### src/rtl/sprite_motion_ctrl_pkg.sv
// Shared graphics definitions: visible screen size and sprite motion state encoding.
package sprite_motion_ctrl_pkg;

  localparam logic [9:0] GFX_SCREEN_W = 10'd640;
  localparam logic [8:0] GFX_SCREEN_H = 9'd480;

  typedef enum logic [1:0] {
    IDLE = 2'd0,
    RUN  = 2'd1,
    HOLD = 2'd2
  } motion_state_t;

  // -8 has no positive counterpart in 4 bits, so it bounces back as +7.
  function automatic logic [3:0] vel_negate(input logic [3:0] v);
    return (v == 4'b1000) ? 4'b0111 : (~v + 4'd1);
  endfunction

endpackage

### src/rtl/sprite_axis_step.sv
// One axis of sprite motion: add signed velocity, clamp to [0, LIMIT], bounce velocity on clamp.
module sprite_axis_step
  import sprite_motion_ctrl_pkg::*;
#(
  parameter int             W     = 10,
  parameter logic [W-1:0]   LIMIT = '1
) (
  input  logic [W-1:0] pos,
  input  logic [3:0]   vel,
  output logic [W-1:0] next_pos,
  output logic [3:0]   next_vel
);

  logic signed [W:0] sum;

  always_comb begin
    sum      = $signed({1'b0, pos}) + $signed({{(W-3){vel[3]}}, vel});
    next_pos = sum[W-1:0];
    next_vel = vel;
    if (sum[W]) begin
      next_pos = '0;
      next_vel = vel_negate(vel);
    end else if (sum > $signed({1'b0, LIMIT})) begin
      next_pos = LIMIT;
      next_vel = vel_negate(vel);
    end
  end

endmodule

### src/rtl/sprite_motion_ctrl.sv
// Sprite position controller: frame-synchronous bouncing motion with a one-entry position-load slot.
//   state | meaning
//   IDLE  | after reset, sprite not drawn, waiting for first frame with iGo
//   RUN   | drawn and moving by latched velocity each frame
//   HOLD  | drawn but frozen until a frame with iGo
module sprite_motion_ctrl
  import sprite_motion_ctrl_pkg::*;
#(
  parameter logic [9:0] INIT_X   = 10'd200,
  parameter logic [8:0] INIT_Y   = 9'd100,
  parameter logic [9:0] SPRITE_W = 10'd110,
  parameter logic [8:0] SPRITE_H = 9'd200,
  parameter logic [9:0] SCREEN_W = GFX_SCREEN_W,
  parameter logic [8:0] SCREEN_H = GFX_SCREEN_H
) (
  input  logic       clk,
  input  logic       reset,
  input  logic       iFrameStart,
  input  logic       iGo,
  input  logic [3:0] iVel_X,
  input  logic [3:0] iVel_Y,
  input  logic       iLoad_valid,
  input  logic [9:0] iLoad_X,
  input  logic [8:0] iLoad_Y,
  output logic       oLoad_ready,
  output logic [9:0] oTopLeft_X,
  output logic [8:0] oTopLeft_Y,
  output logic       oEnable,
  output logic       oMotion_en
);

  localparam logic [9:0] LIMIT_X = SCREEN_W - SPRITE_W;
  localparam logic [8:0] LIMIT_Y = SCREEN_H - SPRITE_H;

  motion_state_t state, state_nxt;

  logic [9:0] pos_x, pend_x, step_pos_x;
  logic [8:0] pos_y, pend_y, step_pos_y;
  logic [3:0] vel_x, vel_y, vel_sel_x, vel_sel_y, step_vel_x, step_vel_y;
  logic       pend_full, load_acc, step_en;

  assign load_acc = iLoad_valid && !pend_full;
  // Entering RUN moves on the same frame using the freshly presented velocity.
  assign step_en   = (state == RUN) || (iGo && (state == IDLE || state == HOLD));
  assign vel_sel_x = (state == RUN) ? vel_x : iVel_X;
  assign vel_sel_y = (state == RUN) ? vel_y : iVel_Y;

  sprite_axis_step #(.W(10), .LIMIT(LIMIT_X)) u_step_x (
    .pos      (pos_x),
    .vel      (vel_sel_x),
    .next_pos (step_pos_x),
    .next_vel (step_vel_x)
  );

  sprite_axis_step #(.W(9), .LIMIT(LIMIT_Y)) u_step_y (
    .pos      (pos_y),
    .vel      (vel_sel_y),
    .next_pos (step_pos_y),
    .next_vel (step_vel_y)
  );

  always_ff @(posedge clk) begin
    if (reset) state <= IDLE;
    else       state <= state_nxt;
  end

  always_comb begin
    state_nxt = state;
    if (iFrameStart) begin
      case (state)
        IDLE:    if (iGo)  state_nxt = RUN;
        RUN:     if (!iGo) state_nxt = HOLD;
        HOLD:    if (iGo)  state_nxt = RUN;
        default: state_nxt = IDLE;
      endcase
    end
  end

  always_ff @(posedge clk) begin
    if (reset) begin
      pos_x     <= INIT_X;
      pos_y     <= INIT_Y;
      vel_x     <= '0;
      vel_y     <= '0;
      pend_full <= 1'b0;
      pend_x    <= '0;
      pend_y    <= '0;
    end else begin
      if (iFrameStart) begin
        if (pend_full) begin
          pos_x     <= pend_x;
          pos_y     <= pend_y;
          pend_full <= 1'b0;
        end else if (step_en) begin
          pos_x <= step_pos_x;
          pos_y <= step_pos_y;
        end
        if (step_en) begin
          vel_x <= pend_full ? vel_sel_x : step_vel_x;
          vel_y <= pend_full ? vel_sel_y : step_vel_y;
        end
      end
      // A load coincident with a frame start lands after that frame's update.
      if (load_acc) begin
        pend_full <= 1'b1;
        pend_x    <= (iLoad_X > LIMIT_X) ? LIMIT_X : iLoad_X;
        pend_y    <= (iLoad_Y > LIMIT_Y) ? LIMIT_Y : iLoad_Y;
      end
    end
  end

  assign oLoad_ready = !pend_full;
  assign oTopLeft_X  = pos_x;
  assign oTopLeft_Y  = pos_y;
  assign oEnable     = (state != IDLE);
  assign oMotion_en  = (state == RUN) && ((vel_x != 4'd0) || (vel_y != 4'd0));

endmodule

### config.mk
export PLATFORM = sky130hd
export DESIGN_NAME = sprite_motion_ctrl
export DESIGN_NICKNAME = d
export VERILOG_FILES = /design/src/rtl/sprite_motion_ctrl_pkg.sv /design/src/rtl/sprite_axis_step.sv /design/src/rtl/sprite_motion_ctrl.sv
export SDC_FILE = /design/constraint.sdc
export NUM_CORES = 1
export LEC_CHECK = 0
export BUFFER_PORTS_ARGS = -buffer_cell sky130_fd_sc_hd__buf_2
export CAP_MARGIN = 0
export CORE_ASPECT_RATIO = 1.2
export CORE_MARGIN = 3
export CORE_UTILIZATION = 45
export CTS_CLUSTER_SIZE = 8
export DETAILED_ROUTE_END_ITERATION = 10
export PLACE_DENSITY = 0.75
export SLEW_MARGIN = 20
export SYNTH_ARGS = -nofsm -noshare
export SYNTH_HDL_FRONTEND = slang
export SYNTH_SLANG_ARGS = --single-unit
export TNS_END_PERCENT = 10
### constraint.sdc
create_clock -name clk -period 3.3 [get_ports clk]
set_input_delay 0.33 -clock clk [delete_from_list [all_inputs] [get_ports clk]]
set_output_delay 0.33 -clock clk [all_outputs]
set_load 0.1 [all_outputs]
==> metrics.txt, run 1 <==
most common library cell in the layout ignoring fill and taps=buf_2; Chip Height=101 um; worst hold margin=269 ps; vias in the first global route=3,402; grt ovf=0; Tmin final=3310 ps; core area=7020 um2; Layout Utilization=62.3%; Synth top area share=29.3%; clk slew on worst S/H paths=100 ps; CTS Sinks=49; I/O pins=54; Worst setup EP type=flop; Wirelength per Cell=16.6 um; Cell variety after synth=62; GP Congestion=0.851; crit path from=state[1]$_SDFFE_PP0P_; pwr/cell area=533 nW/um2; HPWL after DPL=7.13 mm; CP Launch Type=flop; post-DR vias/cell=6.03; RR Endpoint=vel_x[2]$_SDFFE_PP0P_; H-Tree Depth=2; fraction of the yosys area taken by sequential cells=29.3%; Hold Crit Class=primary input to flop; Syn-to-layout area delta=30.4%; VDD IR max=0.300 mV; Mapped Nets=474; M2 GR Usage=39.2%; violated checks=negative setup slack; initial DRC count=302; first-pass GRT wire length=15.5 mm; maxcap violations=0; grt peak-use layer=met2; reg2reg start=state[1]$_SDFFE_PP0P_; Clock Skew=6.36 ps; most frequent cells in the layout=buf_2, dfxtp_1, buf_4, a21oi_1, nor2_1; synth warn=0; placement-stage cell area=3940 um2; final count of negative-setup-slack endpoints=2; Clock Tree Root=clkbuf_8; Cells after Synth=418; met1 Use GR=26.5%; r2r setup slk=-6 ps; DRC=0; Hold Violations, Final=0; slew at the pin closest to its max-slew limit=839 ps; n_diodes=0; post-synth top area cell=dfxtp_1; Fmax=302 MHz; Overall Power=0.00233 W; CP arrival=3560 ps; dpl ws=-148 ps; CTS Buf Count=5; layout cells sized above 1=31.0%; final instance area=4370 um2; drt pass-1 iters=4; syn avg cell area=8.02 um2; die area=8520 um2; hold wc startpoint=iLoad_Y[3]; hold-fix buffers at CTS=0; Hold EP=pend_y[3]$_SDFFE_PP0P_; status=finished, violations left; Final #Nets=558; largest net degree at the start of global routing=37; CTS Buffer Depth=2; Slew headroom=43.9%; Multi-input gate area=2480 um2; final WL=9.81 mm; final worst-path cycle share=100%; Filler Cells Inserted=601; CP Max Fanout=4; Starting Density=47.8%; Reg area=982 um2; setup repair after global routing missed its margin=true; WS Path Type=flop to flop; Worst-Skew Late Latency=310 ps; Port Buffers=53; Die Width=84.8 um; antenna violations before repair=0; row count=33; Post-Syn Area=3350 um2; GR Util met3=2.13%; asr flop ratio synth=0%; Total Routing Usage GR=21.7%; WP data required=3560 ps; remaining antenna violation count=0; vias=3,559; Post-synth top flop=dfxtp_1; Post-synth EDFFs=0; Hold Path Depth=3; post-route setup slack=-5.88 ps; R2R depth=15; CTS tree=done; P_leak=1.82 nW; Synth Register Bits=49; Max Slew Vio Count=0; top post-synthesis cells by area=dfxtp_1, ha_1, a21oi_1, o21ai_0, nor2_1
[power breakdown]
part | internal, W | total [W] | switching [W] | leakage, nW
combinational | 0.000469 | 0.00119 | 0.000723 | 1.36
sequential | 0.000643 | 0.000696 | 0.0000527 | 0.404
clock | 0.000228 | 0.000443 | 0.000215 | 0.0554
total | 0.00134 | 0.00233 | 0.000991 | 1.82
[how the worst max path moves through the flow]
stage | end | slack, ps | depth (start not counted)
floorplan | vel_y[1]$_SDFFE_PP0P_ | -30 | 11
global placement | vel_x[1]$_SDFFE_PP0P_ | -5 | 13
detailed placement | vel_x[1]$_SDFFE_PP0P_ | -150 | 14
CTS | vel_x[1]$_SDFFE_PP0P_ | -10 | 14
global route | vel_x[2]$_SDFFE_PP0P_ | -120 | 15
finish | vel_x[2]$_SDFFE_PP0P_ | -6 | 15
[through the flow]
| step | instances | setup TNS [ps] |
|---|---|---|
| 3_5_place_dp | 575 | -328 |
| 4_1_cts | 588 | -22.4 |
| 6_report | 590 | -8.43 |
| 5_1_grt | 590 | -732 |
| 2_1_floorplan | 418 | -28.5 |
| 3_3_place_gp | 575 | -5.22 |
[final cells by class]
| class | instances | area share (%) |
|---|---|---|
| Inverter | 24 | 2.06 |
| Sequential cell | 49 | 22.5 |
| Tap cell | 87 | 2.49 |
| Multi-Input combinational cell | 327 | 56.8 |
| Clock inverter | 2 | 0.887 |
| Clock buffer | 6 | 1.66 |
| Timing Repair Buffer | 95 | 13.6 |
[state kept, by name, indices dropped and copies added, names as in the netlist]
register and count:
oTopLeft_Y 9, vel_x 4, vel_y 4, pend_y 9, state 2, pend_full 1
pend_x 10, oTopLeft_X 10
[cell families after synthesis]
group / synth area share, %
buffers and inverters: 4.78
DFF: 29.3
muxes: 3.17
xor gates and xnor gates: 2.61
adders and majority gates: 9.41
and+or+nand+nor: 20.8
AOI/OAI and AO/OA: 29.9
[repair_timing]
item | 4_1_cts | 5_1_grt
pin swaps | 10 | 10
endpoints found under the setup margin | 10 | 25
gates resized for setup | 18 | 37
setup buffers | 5 | 2
[cells in the mapped netlist (2+ instances only)]
| library cell | n |
|---|---|
| o21a_1 | 5 |
| o311ai_0 | 3 |
| xor2_1 | 4 |
| fa_1 | 2 |
| nand2_1 | 31 |
| nor4_1 | 4 |
| a211oi_1 | 8 |
| and3_1 | 3 |
| or2_2 | 5 |
| a21oi_1 | 38 |
| or3_1 | 3 |
| nand3_1 | 12 |
| ha_1 | 22 |
| o211ai_1 | 7 |
| o31a_1 | 2 |
| a21o_1 | 2 |
| o2111ai_1 | 3 |
| nor3_1 | 12 |
| dfxtp_1 | 49 |
| inv_1 | 24 |
| nand2b_1 | 6 |
| a211oi_2 | 2 |
| xnor2_1 | 6 |
| a211o_1 | 2 |
| nand3b_1 | 13 |
| a31oi_1 | 5 |
| buf_2 | 2 |
| o21ai_0 | 30 |
| nor2b_1 | 3 |
| o22ai_1 | 3 |
| mux2i_1 | 8 |
| clkbuf_1 | 16 |
| nor2_1 | 36 |
| a221oi_1 | 10 |
| a22oi_1 | 6 |
| and2_1 | 2 |
| a32oi_1 | 3 |
| o21ai_1 | 2 |
[layer usage]
layer / vias up / share of wire [%] / wire, um
met5: - / 0 / 0
met4: 0 / 2.7 / 269
met3: 26 / 3.5 / 347
met2: 96 / 53 / 5200
met1: 1698 / 41 / 3990
li1: 1739 / - / -
[worst max-delay path, stage by stage (launching register included)]
cell and delay [ps]:
dfxtp_2 340, nand2b_4 120, buf_6 120, mux2i_4 240, inv_2 70, ha_4 160, fa_2 370, a32oi_4 310
nand2b_1 140, xnor2_2 170, a31o_2 220, o31a_4 380, buf_6 130, o2111a_1 220, o21ai_1 100, and3_1 160
No activity file was read; power rests on OpenSTA's default activity.
==> run 2, diff against run 1 <==
CTS_BUF_LIST = sky130_fd_sc_hd__clkbuf_16   (was not set)
==> run 2 against run 1 <==
  * The run still ends with negative setup slack left
  * Die area did not move
  * Clock skew barely moved
  * Non-clock buffer count rose by 2
  * First-iteration DRC count fell by 20%
  * Sequential power barely moved
  * Hold slack improved by 25 ps
  * Core utilization rose by 0.41 points
  * Critical path depth fell by 1
  * Worst setup slack got worse by 9.6 ps
  * Cell area rose by 0.66%
  * Sequential share of layout area fell by 0.15 points
  * Critical path type unchanged
==> metrics.txt, run 2 (synthesis results as in run 1) <==
status=finished, violations left (unchanged); violated checks=negative setup slack (unchanged); slew at the pin closest to its max-slew limit=789 ps (was 839 ps); Fmax=302 MHz (about the same); maxcap violations=0 (unchanged); placement-stage cell area=3940 um2 (unchanged); Filler Cells Inserted=578 (was 601); Hold Violations, Final=0 (unchanged); Comb pwr share=48.2% (was 51.2%); remaining antenna violation count=0 (unchanged); row count=33 (unchanged); post-DR vias/cell=6.06 (was 6.03); n_diodes=0 (unchanged); Total Routing Usage GR=21.9% (was 21.7%); CTS tree=done (unchanged); Chip Height=101 um (unchanged); pwr/cell area=560 nW/um2 (was 533 nW/um2); GP Congestion=0.851 (unchanged); Worst-Skew Late Latency=290 ps (was 310 ps); Wirelength per Cell=16.5 um (was 16.6 um); drt pass-1 iters=5 (was 4); Final #Nets=560 (was 558); final instance area=4400 um2 (was 4370 um2); CTS Buffer Depth=2 (unchanged); most frequent cells in the layout=buf_2, dfxtp_1, buf_4, nor2_1, a21oi_1 (was buf_2, dfxtp_1, buf_4, a21oi_1, nor2_1); most common library cell in the layout ignoring fill and taps=buf_2 (unchanged); H-Tree Depth=2 (unchanged); Int Pwr=0.00146 W (was 0.00134 W); Slew headroom=47.3% (was 43.9%); Seq pwr share=28.1% (was 29.8%); Worst setup EP type=flop (unchanged); initial DRC count=242 (was 302); hold-fix buffers at CTS=0 (unchanged); switching share of total power=40.8% (was 42.5%); core area=7020 um2 (unchanged); HPWL after DPL=7.13 mm (unchanged); CP Launch Type=flop (unchanged); first-pass GRT wire length=15.6 mm (was 15.5 mm); layout cells sized above 1=30.5% (was 31.0%); largest net degree at the start of global routing=37 (unchanged); worst hold margin=294 ps (was 269 ps); Hold Crit Class=primary input to flop (unchanged); clk slew on worst S/H paths=70 ps (was 100 ps); r2r setup slk=-20 ps (was -6 ps); final WL=9.76 mm (was 9.81 mm); P_leak=1.85 nW (was 1.82 nW); vias in the first global route=3,436 (was 3,402); post-route setup slack=-15.5 ps (was -5.88 ps); die area=8520 um2 (unchanged); Starting Density=47.8% (unchanged); Port Buffers=53 (unchanged); DRC=0 (unchanged); WP data required=3530 ps (was 3560 ps); final count of negative-setup-slack endpoints=3 (was 2); Clock Skew=6.16 ps (was 6.36 ps); switching power=0.00101 W (was 0.000991 W); setup repair after global routing missed its margin=true (unchanged); Clock Tree Root=clkbuf_16 (was clkbuf_8); CTS Sinks=49 (unchanged); CP arrival=3540 ps (was 3560 ps); final worst-path cycle share=100% (about the same); Clk pwr share=23.7% (was 19.0%); grt ovf=0 (unchanged); Syn-to-layout area delta=31.3% (was 30.4%); CP Max Fanout=8 (was 4); CTS Buf Count=5 (unchanged); Max Slew Vio Count=0 (unchanged); fin cells=592 (was 590); I/O pins=54 (unchanged); Tmin final=3320 ps (was 3310 ps); antenna violations before repair=0 (unchanged); vias=3,585 (was 3,559); dpl ws=-148 ps (unchanged); Die Width=84.8 um (unchanged); VDD IR max=0.318 mV (was 0.300 mV); WS Path Type=flop to flop (unchanged); DP Cell Count=575 (unchanged)
## run 2: cell count changes in the layout (fill, tap and decap cells not counted), moves of 3 or more
| cell | before | now |
|---|---|---|
| buf_4 | 38 | 41 |
| clkbuf_16 | 0 | 5 |
| clkbuf_8 | 5 | 0 |
| ha_1 | 11 | 15 |
| ha_4 | 8 | 4 |
## run 2: per-layer routing
metal	global-route usage [%]	up-vias	wire (um)
li1	-	1742	-
met1	26.2	1707	4020
met2	40.1	114	5160
met3	2.45	22	360
met4	8.16	0	216
met5	0	-	0
## run 2: worst max-delay path: stages, from the launching register on
cell and delay [ps]:
dfxtp_2 320, nand2b_4 140, buf_6 130, buf_4 130, mux2_4 370, ha_1 390
a32oi_4 260, nand2b_1 120, xnor2_1 170, a31o_2 220, o31a_4 390, buf_6 130
o2111a_1 220, o21ai_1 100, and3_1 170
## run 2: area by class of cell
type	count	area [um2]	share of cell area (%)
clock buffer	5	125	2.84
clock inverter	3	42.5	0.967
inverter	24	90.1	2.05
multi-input combinational	327	2440	55.6
sequential	49	982	22.3
tap	87	109	2.47
timing repair buffer	97	607	13.8
## run 2: power groups by stage
stage	Sequential, W	Combinational, W	Clock, W
after floorplan	0.000881	0.000594	0
after global placement	0.000697	0.00104	0
after detailed placement	0.000699	0.00106	0
after CTS	0.000688	0.00111	0.000585
after global routing	0.000699	0.00128	0.000609
final	0.000694	0.00119	0.000584
## run 2: timing repair
item | CTS | global route
cloned | 0 | 0
buffers inserted | 6 | 3
setup endpoints to repair | 10 | 24
pin swaps | 10 | 13
gates resized for setup | 18 | 34
## run 2: worst paths after layout
kind | from | endpoint | depth (start not counted)
setup / recovery | state[1]$_SDFFE_PP0P_ | vel_x[2]$_SDFFE_PP0P_ | 14
hold / removal | iLoad_Y[3] | pend_y[3]$_SDFFE_PP0P_ | 3
setup reg to reg | state[1]$_SDFFE_PP0P_ | vel_x[2]$_SDFFE_PP0P_ | 14
hold reg to reg | pend_x[8]$_SDFFE_PP0P_ | pend_x[8]$_SDFFE_PP0P_ | 2
## run 2: through the flow
stage | TNS, ps | power (W) | utilization (%)
floorplan | -28.5 | 0.00147 | -
global placement | -5.22 | 0.00174 | 56.1
detailed placement | -328 | 0.00176 | 56.1
CTS | -23.6 | 0.00239 | 60.4
global route | -606 | 0.00258 | 62.7
finish | -31.5 | 0.00247 | 62.7
==> run 3, diff against run 2 <==
PLACE_DENSITY = 0.73   (was 0.75)
clock period = 4.1 ns   (was 3.3 ns; I/O delays follow)
==> run 3 against run 2 <==
  * Non-clock buffer count decreased by 41
  * The run now ends clean
  * Largest power group unchanged
  * Clock skew about the same
  * First-iteration DRC count decreased by 28%
  * Critical endpoint is now vel_y[1]$_SDFFE_PP0P_
  * Sequential cell count unchanged
==> metrics.txt, run 3 (synthesis results as in run 1) <==
status=finished, final reports clean (was finished, violations left); Hold Violations, Final=0 (unchanged); CP peak stage delay=430 ps (was 390 ps); R2R depth=13 (was 14); switching share of total power=42.6% (was 40.8%); worst hold margin=374 ps (was 294 ps); Worst Setup EP=vel_y[1]$_SDFFE_PP0P_ (was vel_x[2]$_SDFFE_PP0P_); maxcap violations=0 (unchanged); RR Endpoint=vel_y[1]$_SDFFE_PP0P_ (was vel_x[2]$_SDFFE_PP0P_); Port Buffers=53 (unchanged); layout cells sized above 1=17.1% (was 30.5%); Clk pwr share=22.7% (was 23.7%); clk slew on worst S/H paths=70 ps (about the same); WP data required=4330 ps (was 3530 ps); CP arrival=3960 ps (was 3540 ps); final count of negative-setup-slack endpoints=0 (was 3); final WL=8.89 mm (was 9.76 mm); final worst-path cycle share=90.9% (was 100%); Int Pwr=0.000990 W (was 0.00146 W); final instance area=3810 um2 (was 4400 um2); most common library cell in the layout ignoring fill and taps=buf_2 (unchanged); H-Tree Depth=2 (unchanged); GP Congestion=0.878 (was 0.851); drt pass-1 iters=4 (was 5); hold-fix buffers at CTS=0 (unchanged); setup repair after global routing missed its margin=false (was true); largest net degree at the start of global routing=37 (unchanged); Fmax=268 MHz (was 302 MHz); post-DR vias/cell=6.09 (was 6.06); Chip Height=101 um (unchanged); Die Width=84.8 um (unchanged); Wirelength per Cell=16.2 um (was 16.5 um); Comb pwr share=45.2% (was 48.2%); CTS Sinks=49 (unchanged); Max Slew Vio Count=0 (unchanged); Total Routing Usage GR=21.1% (was 21.9%); CP Max Fanout=10 (was 8); die area=8520 um2 (unchanged); vias=3,349 (was 3,585); Worst-Skew Late Latency=290 ps (about the same); Overall Power=0.00173 W (was 0.00247 W); reg2reg start=state[1]$_SDFFE_PP0P_ (unchanged); Starting Density=47.8% (unchanged); Syn-to-layout area delta=13.7% (was 31.3%); WS Path Type=flop to flop (unchanged); Clock Tree Root=clkbuf_16 (unchanged); switching power=0.000736 W (was 0.00101 W); slew at the pin closest to its max-slew limit=866 ps (was 789 ps); CP Launch Type=flop (unchanged); delay-heaviest family, CP=compound AO/OA/AOI/OAI gates (unchanged); CTS tree=done (unchanged); setup TNS=0 ps (was -31.5 ps); Setup Fix Bufs, Post-CTS=0 (was 6); Worst path slowest cell=or4_1 (was ha_1); crit-path cells=nand2b_1 > buf_4 > mux2i_1 > inv_1 > ha_1 > a21oi_1 > o22ai_1 > or3_1 > a32o_1 > o311ai_4 > a21oi_2 > or4_1 > nand3_1 (was nand2b_4 > buf_6 > buf_4 > mux2_4 > ha_1 > a32oi_4 > nand2b_1 > xnor2_1 > a31o_2 > o31a_4 > buf_6 > o2111a_1 > o21ai_1 > and3_1); vias in the first global route=3,246 (was 3,436); DRC=0 (unchanged); n_diodes=0 (unchanged); Tmin final=3730 ps (was 3320 ps); Slew headroom=42.1% (was 47.3%); core area=7020 um2 (unchanged); I/O pins=54 (unchanged); most frequent cells in the layout=buf_2, dfxtp_1, a21oi_1, nor2_1, nand2_1 (was buf_2, dfxtp_1, buf_4, nor2_1, a21oi_1); grt ovf=0 (unchanged); remaining antenna violation count=0 (unchanged); initial DRC count=174 (was 242); Buf/Inv on CP=2 (was 3); Hold Crit Class=primary input to flop (unchanged); r2r setup slk=370 ps (was -20 ps); Clock Skew=6.22 ps (was 6.16 ps); pwr/cell area=453 nW/um2 (was 560 nW/um2); P_leak=1.62 nW (was 1.85 nW); post-cts gate resize count=0 (was 18); crit path from=state[1]$_SDFFE_PP0P_ (unchanged); VDD IR max=0.232 mV (was 0.318 mV); HPWL after DPL=6.71 mm (was 7.13 mm); Seq pwr share=32.1% (was 28.1%); first-pass GRT wire length=14.9 mm (was 15.6 mm); placement-stage cell area=3680 um2 (was 3940 um2); CTS Buf Count=5 (unchanged); antenna violations before repair=0 (unchanged); Final #Nets=519 (was 560); WP depth=13 (was 14); CTS Buffer Depth=2 (unchanged); Worst setup EP type=flop (unchanged); row count=33 (unchanged)
[run 3: worst min-delay path by stage]
stage | startpoint | end | slack, ps | cells after the start
detailed placement | pend_x[7]$_SDFFE_PP0P_ | pend_x[7]$_SDFFE_PP0P_ | 450 | 2
global placement | pend_y[8]$_SDFFE_PP0P_ | pend_y[8]$_SDFFE_PP0P_ | 440 | 2
floorplan | pend_y[5]$_SDFFE_PP0P_ | pend_y[5]$_SDFFE_PP0P_ | 430 | 2
CTS | iLoad_Y[2] | pend_y[2]$_SDFFE_PP0P_ | 370 | 3
global route | iLoad_X[2] | pend_x[2]$_SDFFE_PP0P_ | 400 | 3
finish | iLoad_Y[0] | pend_y[0]$_SDFFE_PP0P_ | 370 | 3
[run 3: through the flow]
step | worst slack, ps | utilization [%] | cells
2_1_floorplan | 572 | - | 418
3_3_place_gp | 564 | 52.4 | 543
3_5_place_dp | 445 | 52.4 | 543
4_1_cts | 399 | 54.3 | 550
5_1_grt | 86.2 | 54.3 | 550
6_report | 375 | 54.3 | 550
[run 3: area by class of cell]
type / count / area, um2
timing repair buffer: 56 / 288
fill: 687 / 3210
inverter: 24 / 90.1
tap: 87 / 109
multi-input combinational: 327 / 2210
clock inverter: 2 / 7.51
sequential: 49 / 981
clock buffer: 5 / 125
[run 3: power groups by stage]
stage / clock [W] / sequential, W / combinational (W)
detailed placement: 0 / 0.000563 / 0.000773
CTS: 0.000396 / 0.000554 / 0.000777
global route: 0.000410 / 0.000560 / 0.000854
floorplan: 0 / 0.000709 / 0.000473
global placement: 0 / 0.000563 / 0.000763
finish: 0.000392 / 0.000554 / 0.000780
[run 3: worst register-to-register path, cell delays in order (launching register included)]
cell and delay, ps:
dfxtp_1 370, nand2b_1 160, buf_4 200, mux2i_1 360, inv_1 250, ha_1 410, a21oi_1 160, o22ai_1 130
or3_1 360, a32o_1 250, o311ai_4 340, a21oi_2 170, or4_1 430, nand3_1 90
[run 3: layer usage]
metal / share of wire (%) / up-vias / track usage (%)
met1: 42 / 1604 / 25.4
met4: 1.7 / 0 / 6.94
met2: 52 / 78 / 38.2
li1: - / 1654 / -
met3: 4.4 / 13 / 3.19
met5: 0 / - / 0
